### src/rtl/clk_trig_decoder.sv
// Receive-side decoder for a combined clock/trigger line: recovers a per-period
// strobe, tracks the line period and decodes duty-cycle or gated-clock triggers.
module clk_trig_decoder #(
    parameter int CNT_W        = 8,
    parameter int LOCK_PERIODS = 2
) (
    input  logic             fastclk,
    input  logic             reset,
    input  logic             mode,
    input  logic             line_in,
    output logic             rec_clk,
    output logic             trig_out,
    output logic             trig_valid,
    output logic [CNT_W-1:0] period,
    output logic             locked,
    output logic             err
);
    localparam int                GOOD_W    = $clog2(LOCK_PERIODS + 1);
    localparam logic [CNT_W-1:0]  CNT_MAX   = '1;
    localparam logic [CNT_W-1:0]  CNT_ONE   = CNT_W'(1);
    localparam logic [GOOD_W-1:0] GOOD_ONE  = GOOD_W'(1);
    localparam logic [GOOD_W-1:0] GOOD_LOCK = GOOD_W'(LOCK_PERIODS);

    typedef enum logic [1:0] {
        ST_UNLOCK,
        ST_ACQ,
        ST_LOCKED
    } state_t;

    logic              s1_reg, s2_reg, s3_reg;
    logic              rise, fall;
    logic [CNT_W-1:0]  per_cnt_reg, hi_cnt_reg, hi_len_reg;
    logic              mode_reg;

    state_t            state_reg, state_next;
    logic [CNT_W-1:0]  ref_reg, ref_next;
    logic [GOOD_W-1:0] good_reg, good_next, good_inc;
    logic [CNT_W-1:0]  period_reg, period_next;
    logic              trig_out_reg, trig_out_next;
    logic              trig_valid_reg, trig_valid_next;
    logic              err_reg, err_next;
    logic              to_flag_reg, to_flag_next;

    logic [CNT_W:0]    p_ext, ref_ext, diff, thr, hi2;
    logic              in_tol, timeout_hit, short_hi, per_sat;

    assign rise = s2_reg & ~s3_reg;
    assign fall = ~s2_reg & s3_reg;

    always_ff @(posedge fastclk) begin
        if (reset) begin
            s1_reg      <= 1'b0;
            s2_reg      <= 1'b0;
            s3_reg      <= 1'b0;
            per_cnt_reg <= '0;
            hi_cnt_reg  <= '0;
            hi_len_reg  <= '0;
            mode_reg    <= 1'b0;
        end else begin
            s1_reg   <= line_in;
            s2_reg   <= s1_reg;
            s3_reg   <= s2_reg;
            mode_reg <= mode;
            if (rise)
                per_cnt_reg <= CNT_ONE;
            else if (per_cnt_reg != CNT_MAX)
                per_cnt_reg <= per_cnt_reg + CNT_ONE;
            if (rise)
                hi_cnt_reg <= CNT_ONE;
            else if (s2_reg && hi_cnt_reg != CNT_MAX)
                hi_cnt_reg <= hi_cnt_reg + CNT_ONE;
            if (fall)
                hi_len_reg <= hi_cnt_reg;
        end
    end

    // Period arithmetic is one bit wider than the counters so nothing wraps.
    assign p_ext       = {1'b0, per_cnt_reg};
    assign ref_ext     = {1'b0, ref_reg};
    assign diff        = (p_ext >= ref_ext) ? (p_ext - ref_ext) : (ref_ext - p_ext);
    assign in_tol      = (diff <= (ref_ext >> 2));
    assign thr         = ref_ext + (ref_ext >> 1);
    assign hi2         = {hi_len_reg, 1'b0};
    assign short_hi    = (hi2 < p_ext);
    assign per_sat     = (per_cnt_reg == CNT_MAX);
    assign timeout_hit = (p_ext == thr) || per_sat;
    assign good_inc    = good_reg + GOOD_ONE;

    always_ff @(posedge fastclk) begin
        if (reset) begin
            state_reg      <= ST_UNLOCK;
            ref_reg        <= '0;
            good_reg       <= '0;
            period_reg     <= '0;
            trig_out_reg   <= 1'b0;
            trig_valid_reg <= 1'b0;
            err_reg        <= 1'b0;
            to_flag_reg    <= 1'b0;
        end else begin
            state_reg      <= state_next;
            ref_reg        <= ref_next;
            good_reg       <= good_next;
            period_reg     <= period_next;
            trig_out_reg   <= trig_out_next;
            trig_valid_reg <= trig_valid_next;
            err_reg        <= err_next;
            to_flag_reg    <= to_flag_next;
        end
    end

    always_comb begin
        state_next      = state_reg;
        ref_next        = ref_reg;
        good_next       = good_reg;
        period_next     = period_reg;
        trig_out_next   = trig_out_reg;
        trig_valid_next = 1'b0;
        err_next        = 1'b0;
        to_flag_next    = to_flag_reg;

        if (mode != mode_reg) begin
            // A scheme change invalidates everything learned so far.
            state_next    = ST_UNLOCK;
            trig_out_next = 1'b0;
            period_next   = '0;
            to_flag_next  = 1'b0;
        end else begin
            case (state_reg)
                ST_UNLOCK: begin
                    if (rise) begin
                        state_next   = ST_ACQ;
                        ref_next     = '0;
                        good_next    = '0;
                        to_flag_next = 1'b0;
                    end
                end
                ST_ACQ: begin
                    if (rise) begin
                        ref_next = per_cnt_reg;
                        if (good_reg == '0 || in_tol)
                            good_next = good_inc;
                        else
                            good_next = GOOD_ONE;
                        if (good_next == GOOD_LOCK) begin
                            state_next  = ST_LOCKED;
                            period_next = per_cnt_reg;
                        end
                    end
                end
                ST_LOCKED: begin
                    if (!mode_reg) begin
                        if (rise) begin
                            if (in_tol) begin
                                ref_next        = per_cnt_reg;
                                period_next     = per_cnt_reg;
                                trig_out_next   = short_hi;
                                trig_valid_next = 1'b1;
                            end else begin
                                err_next      = 1'b1;
                                state_next    = ST_UNLOCK;
                                trig_out_next = 1'b0;
                            end
                        end else if (per_sat) begin
                            err_next      = 1'b1;
                            state_next    = ST_UNLOCK;
                            trig_out_next = 1'b0;
                        end
                    end else begin
                        if (rise) begin
                            trig_out_next   = 1'b0;
                            trig_valid_next = 1'b1;
                            to_flag_next    = 1'b0;
                            // A period stretched by missing pulses is not a period sample.
                            if (!to_flag_reg) begin
                                if (in_tol) begin
                                    ref_next    = per_cnt_reg;
                                    period_next = per_cnt_reg;
                                end else begin
                                    err_next   = 1'b1;
                                    state_next = ST_UNLOCK;
                                end
                            end
                        end else if (!to_flag_reg && timeout_hit) begin
                            trig_out_next   = 1'b1;
                            trig_valid_next = 1'b1;
                            to_flag_next    = 1'b1;
                        end
                    end
                end
                default: state_next = ST_UNLOCK;
            endcase
        end
    end

    assign rec_clk    = rise;
    assign trig_out   = trig_out_reg;
    assign trig_valid = trig_valid_reg;
    assign period     = period_reg;
    assign locked     = (state_reg == ST_LOCKED);
    assign err        = err_reg;

endmodule
### config.mk
export PLATFORM = sky130hd
export DESIGN_NAME = clk_trig_decoder
export DESIGN_NICKNAME = d
export VERILOG_FILES = /design/src/rtl/clk_trig_decoder.sv
export SDC_FILE = /design/constraint.sdc
export NUM_CORES = 1
export LEC_CHECK = 0
export CAP_MARGIN = 10
export CELL_PAD_IN_SITES_DETAIL_PLACEMENT = 1
export CELL_PAD_IN_SITES_GLOBAL_PLACEMENT = 1
export CORE_AREA = 2 2 97 99
export DETAILED_ROUTE_END_ITERATION = 7
export DIE_AREA = 0 0 99 101
export GPL_ROUTABILITY_DRIVEN = 0
export PLACE_DENSITY_LB_ADDON = 0.1
export SLEW_MARGIN = 0
export SYNTH_ARGS = -nofsm -noshare
export SYNTH_HDL_FRONTEND = slang
export SYNTH_SLANG_ARGS = --single-unit
### constraint.sdc
create_clock -name fastclk -period 4.71 [get_ports fastclk]
set_clock_uncertainty 0.15 [all_clocks]
set_input_delay 1.1775 -clock fastclk [delete_from_list [all_inputs] [get_ports fastclk]]
set_output_delay 1.1775 -clock fastclk [all_outputs]
set_load 0.01 [all_outputs]
==> qor.txt, run 1 <==
Clk root buf -> clkbuf_8
Final min period -> 4.38 ns
Met2 Usage GRT -> 0.451
Via density -> 5.89
Port Buffers -> 16
Inst Count DP -> 612
R2R depth -> 14
Total CTS buffers -> 5
P_leak -> 1.65 nW
Post-route DRC violation count -> 0
Top cells by area, synth -> dfxtp_1 (26%), ha_1 (14%), a21oi_1 (6.0%)
Critical Path Start Type -> flip-flop
Setup crit end kind -> flip-flop
Critical Path Fanout Max -> 10
First-pass GRT wire length -> 19.8 mm
Clock sinks -> 52
Final Cycle Share -> 0.930
Setup ws final -> 0.328 ns
Largest net degree at the start of global routing -> 29
Diodes inserted -> 0
Post-Synthesis Cells -> 500
Actual transition at the worst max-transition pin -> 0.840 ns
Core area -> 8980 µm²
Clk Latency, worst-skew pair -> 0.31 ns
Die Area -> 10000 µm²
Reg area -> 1040 µm²
Crit-path slowest cell -> dfxtp_1
Fmax -> 0.228 GHz
Synth top area share -> 0.261
Count of buffer and inverter cells on the critical path -> 1
# setup viols final -> 0
Max cap viols -> 0
Fin Setup TNS -> 0 ns
Vias in the first global route -> 3836
Initial core utilization -> 0.444
Fin. max-slew vios -> 0
Initial DRC Count -> 163
Clock power frac -> 0.326
Sequential power share -> 0.440
CTS tree -> done
Fin cells -> 620
CP top delay family -> compound AO/OA/AOI/OAI gates
Net count after synthesis -> 552
Setup slack after placement -> 0.418 ns
Routed WL -> 11.7 mm
Max incr delay on CP -> 0.54 ns
Routed vias -> 3652
Worst path required time -> 4.81 ns
Ports -> 17
Avg Inst Size Synth -> 7.98 µm²
Worst-path clk slew -> 0.11 ns
First drt pass iteration count -> 4
Status -> finished clean
Total power -> 1.02 mW
Unrepaired setup endpoints after global routing -> no
Switching share of power -> 0.320
Antenna violations before repair -> 0
Synthesis Warnings -> 0
FF+latch count, synth -> 52
Number of flops mapped to enable cells by yosys -> 0
DRT antenna net count -> 0
Gate power share -> 0.234
Yosys cell types -> 64
Share of cells above drive strength 1 -> 0.0668
Total stage count of the critical path -> 14
Postcts setup bufs -> 0
Max IR drop VDD -> 0.177 mV
Nets -> 560
Worst path arrival time -> 4.48 ns
GR peak layer -> met2
Congestion Overflow GR -> 0
Area Overhead vs Synth -> 9.50%
GRT Total Usage -> 0.246
Num rows -> 35
Die height -> 101 µm
Sequential share of the synthesized area -> 0.261
CP Class -> reg2reg
CP Cell Sequence -> inv_1, ha_1, a21oi_1, nand2_1, o21ai_2, o21a_1, mux2_2, ha_1, a21oi_1, o21bai_1, o31a_1, nor2_1, nand3_1, a31oi_1
Cell taking the most area after synthesis -> dfxtp_1
CTS Buffer Depth -> 2
Final hold viol count -> 0
Met3 global-route usage -> 0.0222
Hold WC Path Type -> reg2reg
Die width -> 99 µm
Pwr dens -> 235 nW/µm²
GRT met1 Usage -> 0.313
Filler cell count -> 1112
Multi-input gate area -> 2710 µm²
Async SR Flop Fraction -> 0
NetSw -> 0.328 mW
Primary FF master, synth -> dfxtp_1
Max_slew headroom -> 0.433
H-tree levels -> 2
Hold path depth -> 1
Synth Cell Area -> 3990 µm²
Wire per inst -> 18.9 µm
Pint -> 0.697 mW
HPWL Detailed -> 9.10 mm
## per-stage QoR
step	hold WS [ns]	instance area [µm²]	util
final	0.310	4370	0.487
after global routing	0.328	4370	0.487
after CTS	0.311	4360	0.486
after detailed placement	0.285	4250	0.473
after global placement	0.289	4250	0.473
after floorplan	0.264	3990	-
## worst paths after layout
check | start | endpoint | slack, ns
worst max register to register | per_cnt_reg[6]$_SDFFE_PP0N_ | ref_reg[6]$_SDFFE_PP0P_ | 0.33
worst min-delay path | s1_reg$_SDFF_PP0_ | s2_reg$_SDFF_PP0_ | 0.31
worst min register to register | s1_reg$_SDFF_PP0_ | s2_reg$_SDFF_PP0_ | 0.31
worst max-delay path | per_cnt_reg[6]$_SDFFE_PP0N_ | ref_reg[6]$_SDFFE_PP0P_ | 0.33
## cell usage in the layout, fill, tap and decap left out, types with 2 or more instances in the layout
master,instances
a31oi_1,11
o41ai_1,2
nor3_1,9
clkdlybuf4s50_1,16
nand4_1,11
clkbuf_8,5
nand3_1,30
o22ai_1,2
o21a_1,7
a21oi_1,48
nor2_1,30
and3_1,2
o31ai_1,2
nor2b_1,12
nor4_1,4
dfxtp_1,52
nand2b_1,7
a22oi_1,8
o21bai_1,2
fa_1,3
xor2_1,12
o211ai_1,2
o21ai_0,18
buf_4,11
xnor2_1,15
a21o_1,3
ha_1,45
nand2_1,56
a211oi_1,2
mux2_2,2
inv_1,31
mux2i_1,15
or2_1,2
## power groups by stage
stage / Combinational (mW) / Clock (mW) / Sequential [mW]
after floorplan: 0.168 / 0 / 0.460
after global placement: 0.232 / 0 / 0.460
after detailed placement: 0.235 / 0 / 0.461
after CTS: 0.238 / 0.338 / 0.451
after global routing: 0.264 / 0.354 / 0.451
final: 0.240 / 0.334 / 0.450
## synthesized netlist by cell type (all sizes together) (2+ instances only)
master  count
a211oi      2
a21o        3
a21oi      48
a22oi       8
a31oi      11
a32o        2
and2        2
and3        2
buf         8
clkbuf     18
dfxtp      52
fa          3
ha         45
inv        31
mux2        2
mux2i      15
nand2      56
nand2b      7
nand3      30
nand4      11
nor2       30
nor2b      12
nor3        9
nor4        4
o211ai      3
o21a        7
o21ai      20
o21bai      2
o22ai       2
o311a       2
o31ai       3
o41ai       2
or2         3
xnor2      15
xor2       12
## worst register-to-register path, stage by stage, from the launching register on
cell      delay, ns
dfxtp_1        0.54
inv_1          0.17
ha_1           0.46
a21oi_1        0.22
nand2_1        0.09
o21ai_2        0.17
o21a_1         0.35
mux2_2         0.39
ha_1           0.30
a21oi_1        0.17
o21bai_1       0.11
o31a_1         0.34
nor2_1         0.48
nand3_1        0.19
a31oi_1        0.20
## cell type report
class	instances	share of cell area
inverters	31	0.0266
well taps	111	0.0318
multi-input cells	391	0.621
flip-flops and latches	52	0.238
clock buffers	5	0.0158
clock inverters	3	0.0106
repair buffers	27	0.0556
## per-layer routing
| layer | routed length, µm | vias to the layer above |
|---|---|---|
| met2 | 5930 | 42 |
| met3 | 222 | 10 |
| li1 | - | 1790 |
| met5 | 0 | - |
| met4 | 119 | 0 |
| met1 | 5470 | 1810 |
## cells by family after synthesis
group,count (synthesis),synth area share
adder cells (fa/ha/maj),48,0.156
AO/OA/AOI/OAI,128,0.214
XOR/XNOR,27,0.0593
buffers and inverters,57,0.0602
flip-flops,52,0.261
multiplexers,17,0.0433
AND/OR/NAND/NOR,171,0.206
## timing repair
item	4_1_cts	5_1_grt
gates resized for setup	0	1
setup endpoints to repair	0	8
hold buffers	0	0
(Power assumes the default switching activity.)
==> run 2: changes to the inputs <==
- SLEW_MARGIN: 0 -> 20
==> results of run 2 <==
The final DEF is identical to that of run 1; final timing and power are the same.
==> run 3: changes to the inputs <==
- TNS_END_PERCENT: not set -> 5
==> results of run 3 <==
The final DEF is identical to that of run 1; final timing and power are the same.
